$ cat config.mk
export PLATFORM = sky130hd
export DESIGN_NAME = cvt_bb_scheduler
export DESIGN_NICKNAME = d
export VERILOG_FILES = /design/src/rtl/cvt_bb_scheduler.sv
export SDC_FILE = /design/constraint.sdc
export NUM_CORES = 1
export LEC_CHECK = 0
export ABC_AREA = 1
export CAP_MARGIN = 0
export CORE_MARGIN = 3
export CORE_UTILIZATION = 29
export DETAILED_ROUTE_END_ITERATION = 12
export DONT_BUFFER_PORTS = 1
export SETUP_SLACK_MARGIN = 0.3
export SLEW_MARGIN = 20
export SYNTH_ARGS = -nofsm -noshare
export SYNTH_HDL_FRONTEND = slang
export SYNTH_SLANG_ARGS = --single-unit
$ cat constraint.sdc
create_clock -name clk -period 5.5 [get_ports clk]
set_clock_uncertainty 0.1 [all_clocks]
set_input_delay 1.375 -clock clk [delete_from_list [all_inputs] [get_ports clk]]
set_output_delay 1.375 -clock clk [all_outputs]
set_load 0.02 [all_outputs]
$ cat src/rtl/cvt_bb_scheduler.sv
// Basic-block scheduler: scans a dependency table (CVT) round-robin and issues
// each BB whose dependencies have all completed, flagging deadlock after a full fruitless scan.
module cvt_bb_scheduler #(
  parameter int N_BB = 16,
  parameter int ID_W = 4
) (
  input  logic            clk,
  input  logic            rst,
  input  logic            start,
  output logic            cvt_rd_en,
  output logic [ID_W-1:0] cvt_addr,
  input  logic [N_BB-1:0] cvt_rdata,
  output logic            bb_valid,
  output logic [ID_W-1:0] bb_id,
  input  logic            bb_ready,
  input  logic            bb_done,
  output logic [N_BB-1:0] completed,
  output logic            busy,
  output logic            all_done,
  output logic            deadlock
);

  typedef enum logic [2:0] {
    IDLE     = 3'd0,
    READ     = 3'd1,
    EVAL     = 3'd2,
    ISSUE    = 3'd3,
    WAIT     = 3'd4,
    DONE     = 3'd5,
    DEADLOCK = 3'd6
  } state_t;

  state_t          state, state_nxt;
  logic [ID_W-1:0] ptr, ptr_nxt;
  logic [ID_W:0]   scnt, scnt_nxt;
  logic [N_BB-1:0] completed_nxt;
  logic [N_BB-1:0] ptr_onehot;
  logic            entry_ready;

  assign ptr_onehot  = {{(N_BB-1){1'b0}}, 1'b1} << ptr;
  // A self-dependency is never satisfied because completed[ptr] is still clear here.
  assign entry_ready = ((completed & ptr_onehot) == {N_BB{1'b0}}) &&
                       ((cvt_rdata & ~completed) == {N_BB{1'b0}});

  // State, scan pointer, completion mask and registered outputs.
  always_ff @(posedge clk or posedge rst) begin
    if (rst) begin
      state     <= IDLE;
      ptr       <= {ID_W{1'b0}};
      scnt      <= {(ID_W+1){1'b0}};
      completed <= {N_BB{1'b0}};
      cvt_rd_en <= 1'b0;
      cvt_addr  <= {ID_W{1'b0}};
      bb_valid  <= 1'b0;
      bb_id     <= {ID_W{1'b0}};
      busy      <= 1'b0;
      all_done  <= 1'b0;
      deadlock  <= 1'b0;
    end else begin
      state     <= state_nxt;
      ptr       <= ptr_nxt;
      scnt      <= scnt_nxt;
      completed <= completed_nxt;
      cvt_rd_en <= (state_nxt == READ);
      cvt_addr  <= ptr_nxt;
      bb_valid  <= (state_nxt == ISSUE);
      bb_id     <= ptr_nxt;
      busy      <= !((state_nxt == IDLE) || (state_nxt == DONE) || (state_nxt == DEADLOCK));
      all_done  <= (state_nxt == DONE);
      deadlock  <= (state_nxt == DEADLOCK);
    end
  end

  // Next-state and datapath update logic.
  always_comb begin
    state_nxt     = state;
    ptr_nxt       = ptr;
    scnt_nxt      = scnt;
    completed_nxt = completed;
    case (state)
      IDLE, DONE, DEADLOCK: begin
        if (start) begin
          state_nxt     = READ;
          ptr_nxt       = {ID_W{1'b0}};
          scnt_nxt      = {(ID_W+1){1'b0}};
          completed_nxt = {N_BB{1'b0}};
        end else begin
          state_nxt = state;
        end
      end
      READ: state_nxt = EVAL;
      EVAL: begin
        if (entry_ready) begin
          state_nxt = ISSUE;
        end else begin
          ptr_nxt  = ptr + {{(ID_W-1){1'b0}}, 1'b1};
          scnt_nxt = scnt + {{ID_W{1'b0}}, 1'b1};
          if (scnt_nxt == (ID_W+1)'(N_BB)) begin
            state_nxt = DEADLOCK;
          end else begin
            state_nxt = READ;
          end
        end
      end
      ISSUE: begin
        if (bb_ready) begin
          state_nxt = WAIT;
        end else begin
          state_nxt = ISSUE;
        end
      end
      WAIT: begin
        if (bb_done) begin
          completed_nxt = completed | ptr_onehot;
          ptr_nxt       = ptr + {{(ID_W-1){1'b0}}, 1'b1};
          scnt_nxt      = {(ID_W+1){1'b0}};
          if (&completed_nxt) begin
            state_nxt = DONE;
          end else begin
            state_nxt = READ;
          end
        end else begin
          state_nxt = WAIT;
        end
      end
      default: state_nxt = IDLE;
    endcase
  end

endmodule

After elaboration in Yosys (flattened, before gate mapping)
Index checks and enable logic that the tools add are counted.
- output and inout bits: 29
- word-level logic and storage cells: 62
- input port bits: 21
- register bits after elaboration: 33
- reductions and logical operators: 14
- add/sub/neg operators: 2
- shift operators: 1
- eq/ne operators: 14
- muxes and demuxes: 18
- bitwise operators: 4
- operators with widths (kind ; count):
    bitwise AND 16 bit ; 2
    zero test 16 bit ; 2
    two-way mux 16 bit ; 2
    case mux 16 bit (2 select lines) ; 1
    two-way mux 3 bit ; 6
    NOT 16 bit ; 1
    OR 16 bit ; 1
    AND reduction 16 bit ; 1
    << shifter 1 x 4 -> 16 bit, first input constant ; 1
    equality test 3 bit, second input constant ; 5
    two-way mux 5 bit ; 3
    case mux 3 bit (5 select lines) ; 1
    case mux 5 bit (3 select lines) ; 1
    two-way mux 4 bit ; 3
    case mux 4 bit (3 select lines) ; 1
    equality test 3 x 2 -> 1 bit, second input constant ; 3
    equality test 3 x 1 -> 1 bit, second input constant ; 2
    zero test 3 bit ; 2
    inequality test 2 bit, second input constant ; 3
    adder 5 x 1 -> 5 bit, second input constant ; 1
    equality test 5 bit, second input constant ; 1
    adder 4 x 1 -> 4 bit, second input constant ; 1
    AND reduction 4 bit ; 1
    AND reduction 3 bit ; 1
    6 further kinds ; 7

Longest topological paths before layout
- depth in word-level cells: 10
- gate-level depth with buffers: 14
- gate-level depth less buffers: 13

Worst setup path before layout
No wires, ideal clock.
- path kind: input -> register
- start point: in cvt_rdata[15]
- end point: reg scnt[2]
- required time: 5.276 ns
- data arrival time: 2.312 ns
- cell stages on the path: 10
- path buffers: 0
- setup time: 0.124 ns
- path slack: 2.963 ns
- cells stage by stage: nand2_1 > nand2_1 > a21oi_1 > nand3_1 > nor2_1 > nand3_4 > nand2_4 > inv_4 > nand2_2 > o21ai_2
- word-level cells in the longest chain between the ends: 5
- RTL lines (what ; RTL line ; source):
    start: declaration ; 12 ; input logic [N_BB-1:0] cvt_rdata,
    bitwise AND 16 bit ; 43 ; ((cvt_rdata & ~completed) == {N_BB{1'b0}});
    zero test 16 bit ; 43 ;
    logical AND 1 bit ; 42 ; assign entry_ready = ((completed & ptr_onehot) == {N_BB{1'b0}}) &&
    inequality test 2 bit (no line) ; -- ;
    AND reduction 4 bit (no line) ; -- ;
    end signal: assignment ; 50 ; scnt <= {(ID_W+1){1'b0}};
    end signal: assignment ; 62 ; scnt <= scnt_nxt;
    end: declaration ; 35 ; logic [ID_W:0] scnt, scnt_nxt;
No other way between the ends.
A chain may end at the register's enable or synchronous reset.

Final worst setup path
- start point: reg ptr[2]
- end point: reg ptr[2]
- word-level cells in the longest chain between the ends: 6
- elaborated cells on any way between the ends: 10
- those cells by class: add/sub (1); eq/ne (1); shift (1); mux (3); bitwise (1); reduce/logical (3)
- RTL lines (what ; RTL line ; source):
    start: declaration ; 34 ; logic [ID_W-1:0] ptr, ptr_nxt;
    start signal: assignment ; 49 ; ptr <= {ID_W{1'b0}};
    start signal: assignment ; 61 ; ptr <= ptr_nxt;
    << shifter 1 x 4 -> 16 bit ; 40 ; assign ptr_onehot = {{(N_BB-1){1'b0}}, 1'b1} << ptr;
    bitwise AND 16 bit ; 42 ;
    zero test 16 bit ; 42 ;
    logical AND 1 bit ; 42 ;
    inequality test 2 bit (no line) ; -- ;
    AND reduction 4 bit (no line) ; -- ;
Parallel ways exist; a longest one is shown, timed or not. The select of a mux whose other input is x is not followed.

==> summary.md <==
| Metric | Value |
|---|---|
| Status | complete, no violations |
| GR Util met3 | 4.81% |
| Syn_area_per_cell | 7.94 um2 |
| Synth Warn # | 0 |
| GP Congestion | 0.813 |
| RR Startpoint | ptr[2] |
| Commonest non-fill, non-tap cell in the layout | nand2_1 |
| GRT Overall Usage | 13.4% |
| # hold bufs at CTS | 0 |
| R2R depth | 12 |
| Crit path kind | reg -> reg |
| Mapped Cells | 305 |
| Max Slew Vio Count | 0 |
| Antenna-violating nets left | 0 |
| Vias in the first global route | 1,999 |
| FF-to-FF setup slack | 2.76 ns |
| H-tree lvl count | 2 |
| Reg2reg end | ptr[2] |
| Die area | 9490 um2 |
| Area Overhead vs Synth | 3.51% |
| CP endpoint kind | flip-flop |
| FP Rows | 32 |
| Register area share after synthesis | 34.1% |
| PD cells | 416 nW/um2 |
| Post-detailed-route DRC marker count | 0 |
| Via count | 1,979 |
| Root Driver | clkbuf_8 |
| Pwr Total | 1.04 mW |
| Share of layout cells above drive strength 1 | 20.5% |
| Hold Startpoint | scnt[4] |
| Period utilization | 49.7% |
| TritonCTS Buffers | 5 |
| Ant diodes | 0 |
| CTS sink count | 33 |
| Synthesized Nets | 334 |
| Die height | 97.4 um |
| VDD IR max | 150 uV |
| Remaining Overflow, GRT | 0 |
| RSZ-0062 raised after global routing | no |
| FMAX | 366 MHz |
| First-pass GRT wire length | 10.2 mm |
| Lkg Pwr | 1.17 nW |
| Xor and xnor fraction of the mapped netlist area | 1.45% |
| Startpoint class of the critical path | flip-flop |
| Fillers | 865 |
| CP max FO | 17 |
| Post-Synth Simple-Gate Area | 37.3% |
| MaxCap Viol Count | 0 |
| Most frequent cells in the layout | nand2_1 (84), nand3_1 (33), dfrtp_1 (33), inv_1 (25), o21ai_2 (19) |
| Hpwl dp | 4.55 mm |
| Overall routed net length | 6.11 mm |
| Chip width | 97.4 um |
| Detail-routed via count per cell | 4.95 |
| Clock tree buffer depth | 2 |
| Number of port buffers | 0 |
| Tmin final | 2.74 ns |
| Busiest layer in global routing | met2 |
| Final setup viols | 0 |
| CP endpoint | ptr[2] |
| CTS tree | yes |
| Final hold vios | 0 |
| Core Area | 7930 um2 |
| Met2 Use GR | 21.3% |
| Seq cells post-synth | 33 |
| Largest family of logic cells by synthesized area | simple AND/OR/NAND/NOR gates |
| Largest net degree at the start of global routing | 34 |
| Top Ports | 50 |
| CP Data Required Time | 5.55 ns |
| Setup TNS | 0 ns |
| Clock latency on the worst-skew pair | 0.29 ns |
| Nets | 327 |
| Arr. time, crit path | 2.79 ns |
| Post-route cell area | 2510 um2 |
| Cell area after synthesis | 2420 um2 |
| Initial detailed-routing violation count | 112 |
| Worst hold path type | reg -> reg |
| Reg clk slew, reported paths | 0.07 ns |
| Unique masters post-synth | 36 |
| DR WL/cell | 15.3 um |
| Synth Area in Compound Gates | 11.3% |
| DP Area | 2420 um2 |
| Post-CTS Setup Inserts | 0 |
| Crit path from | ptr[2] |
| Slew HR | 44.3% |
| PostCTS Resize Cnt | 0 |
| Initial Util | 30.6% |
| Tightest Pin Transition | 0.836 ns |
| Synth Area in Adders | 4.13% |
| Antenna violations before repair | 0 |
| Met1 Use GR | 16.9% |
| Mux share of post-synthesis cell area | 0% |
| Drt first pass iters | 4 |
[kinds of logic after synthesis]
| family | Yosys count |
|---|---|
| DFF | 33 |
| adders and majority gates | 8 |
| AOI/OAI and AO/OA | 35 |
| xor gates and xnor gates | 4 |
| and+or+nand+nor | 175 |
| buffers and inverters | 50 |
[layer usage]
layer | share of wire [%] | up-vias
met5 | 0 | -
met4 | 1.6 | 0
met3 | 9.5 | 8
met2 | 48 | 61
met1 | 41 | 923
li1 | - | 987
[cell type report]
type / count / area (um2) / area share [%]
sequential: 33 / 826 / 32.9
multi-input combinational: 222 / 1310 / 52.3
inverter: 34 / 138 / 5.49
tap: 102 / 128 / 5.09
clock buffer: 6 / 82.6 / 3.29
timing repair buffer: 2 / 15.0 / 0.599
clock inverter: 1 / 7.51 / 0.299
[where the power goes]
part           switching (mW)  internal (mW)
sequential             0.0830          0.280
combinational           0.357          0.133
clock                  0.0910         0.0989
total                   0.531          0.512
[how the worst min path moves through the flow]
stage,to,cells after the start
after floorplan,scnt[4],2
after global placement,scnt[4],2
after detailed placement,scnt[4],2
after CTS,scnt[4],2
after global routing,scnt[4],2
final,scnt[4],2
[worst max-delay path, stage by stage, from the launching register on]
cell      delay [ns]
dfrtp_1         0.89
inv_2           0.29
ha_1            0.35
nand3_1         0.09
nand2_1         0.05
nor2_1          0.09
nand2_1         0.09
nor2_4          0.16
nand3_4         0.12
nand2_4         0.13
inv_4           0.06
nand3b_1        0.08
o21ai_1         0.08
[flip-flops by register name, summed over array words and instances (netlist names)]
name       cells
scnt           5
deadlock       1
bb_valid       1
busy           1
ptr            4
all_done       1
cvt_rd_en      1
completed     16
state          3
[Yosys cell counts, drive strengths merged]
| cell | instances | share of area, % |
|---|---|---|
| or2 | 1 | 0.36 |
| o21ai | 26 | 8.3 |
| xnor2 | 2 | 0.72 |
| o21bai | 1 | 0.31 |
| nand3 | 46 | 13 |
| nor2 | 19 | 3.8 |
| nand2 | 89 | 15 |
| xor2 | 2 | 0.72 |
| o31ai | 1 | 0.31 |
| dfrtp | 33 | 34 |
| nand4 | 16 | 4.1 |
| clkinv | 2 | 0.52 |
| a31oi | 2 | 1.1 |
| buf | 13 | 5.6 |
| inv | 32 | 5.2 |
| ha | 8 | 4.1 |
| a21oi | 5 | 1.2 |
| and2 | 1 | 0.26 |
| nand3b | 3 | 0.93 |
| clkbuf | 3 | 0.46 |
[through the flow]
step | hold slack, ns | cells | util [%] | setup slack (ns)
after floorplan | 0.373 | 305 | - | 2.96
final | 0.426 | 400 | 31.6 | 2.76
after global placement | 0.409 | 393 | 30.5 | 2.81
after CTS | 0.435 | 400 | 31.6 | 2.75
after detailed placement | 0.414 | 393 | 30.5 | 2.76
after global routing | 0.462 | 400 | 31.6 | 2.51
(Power assumes the default switching activity.)
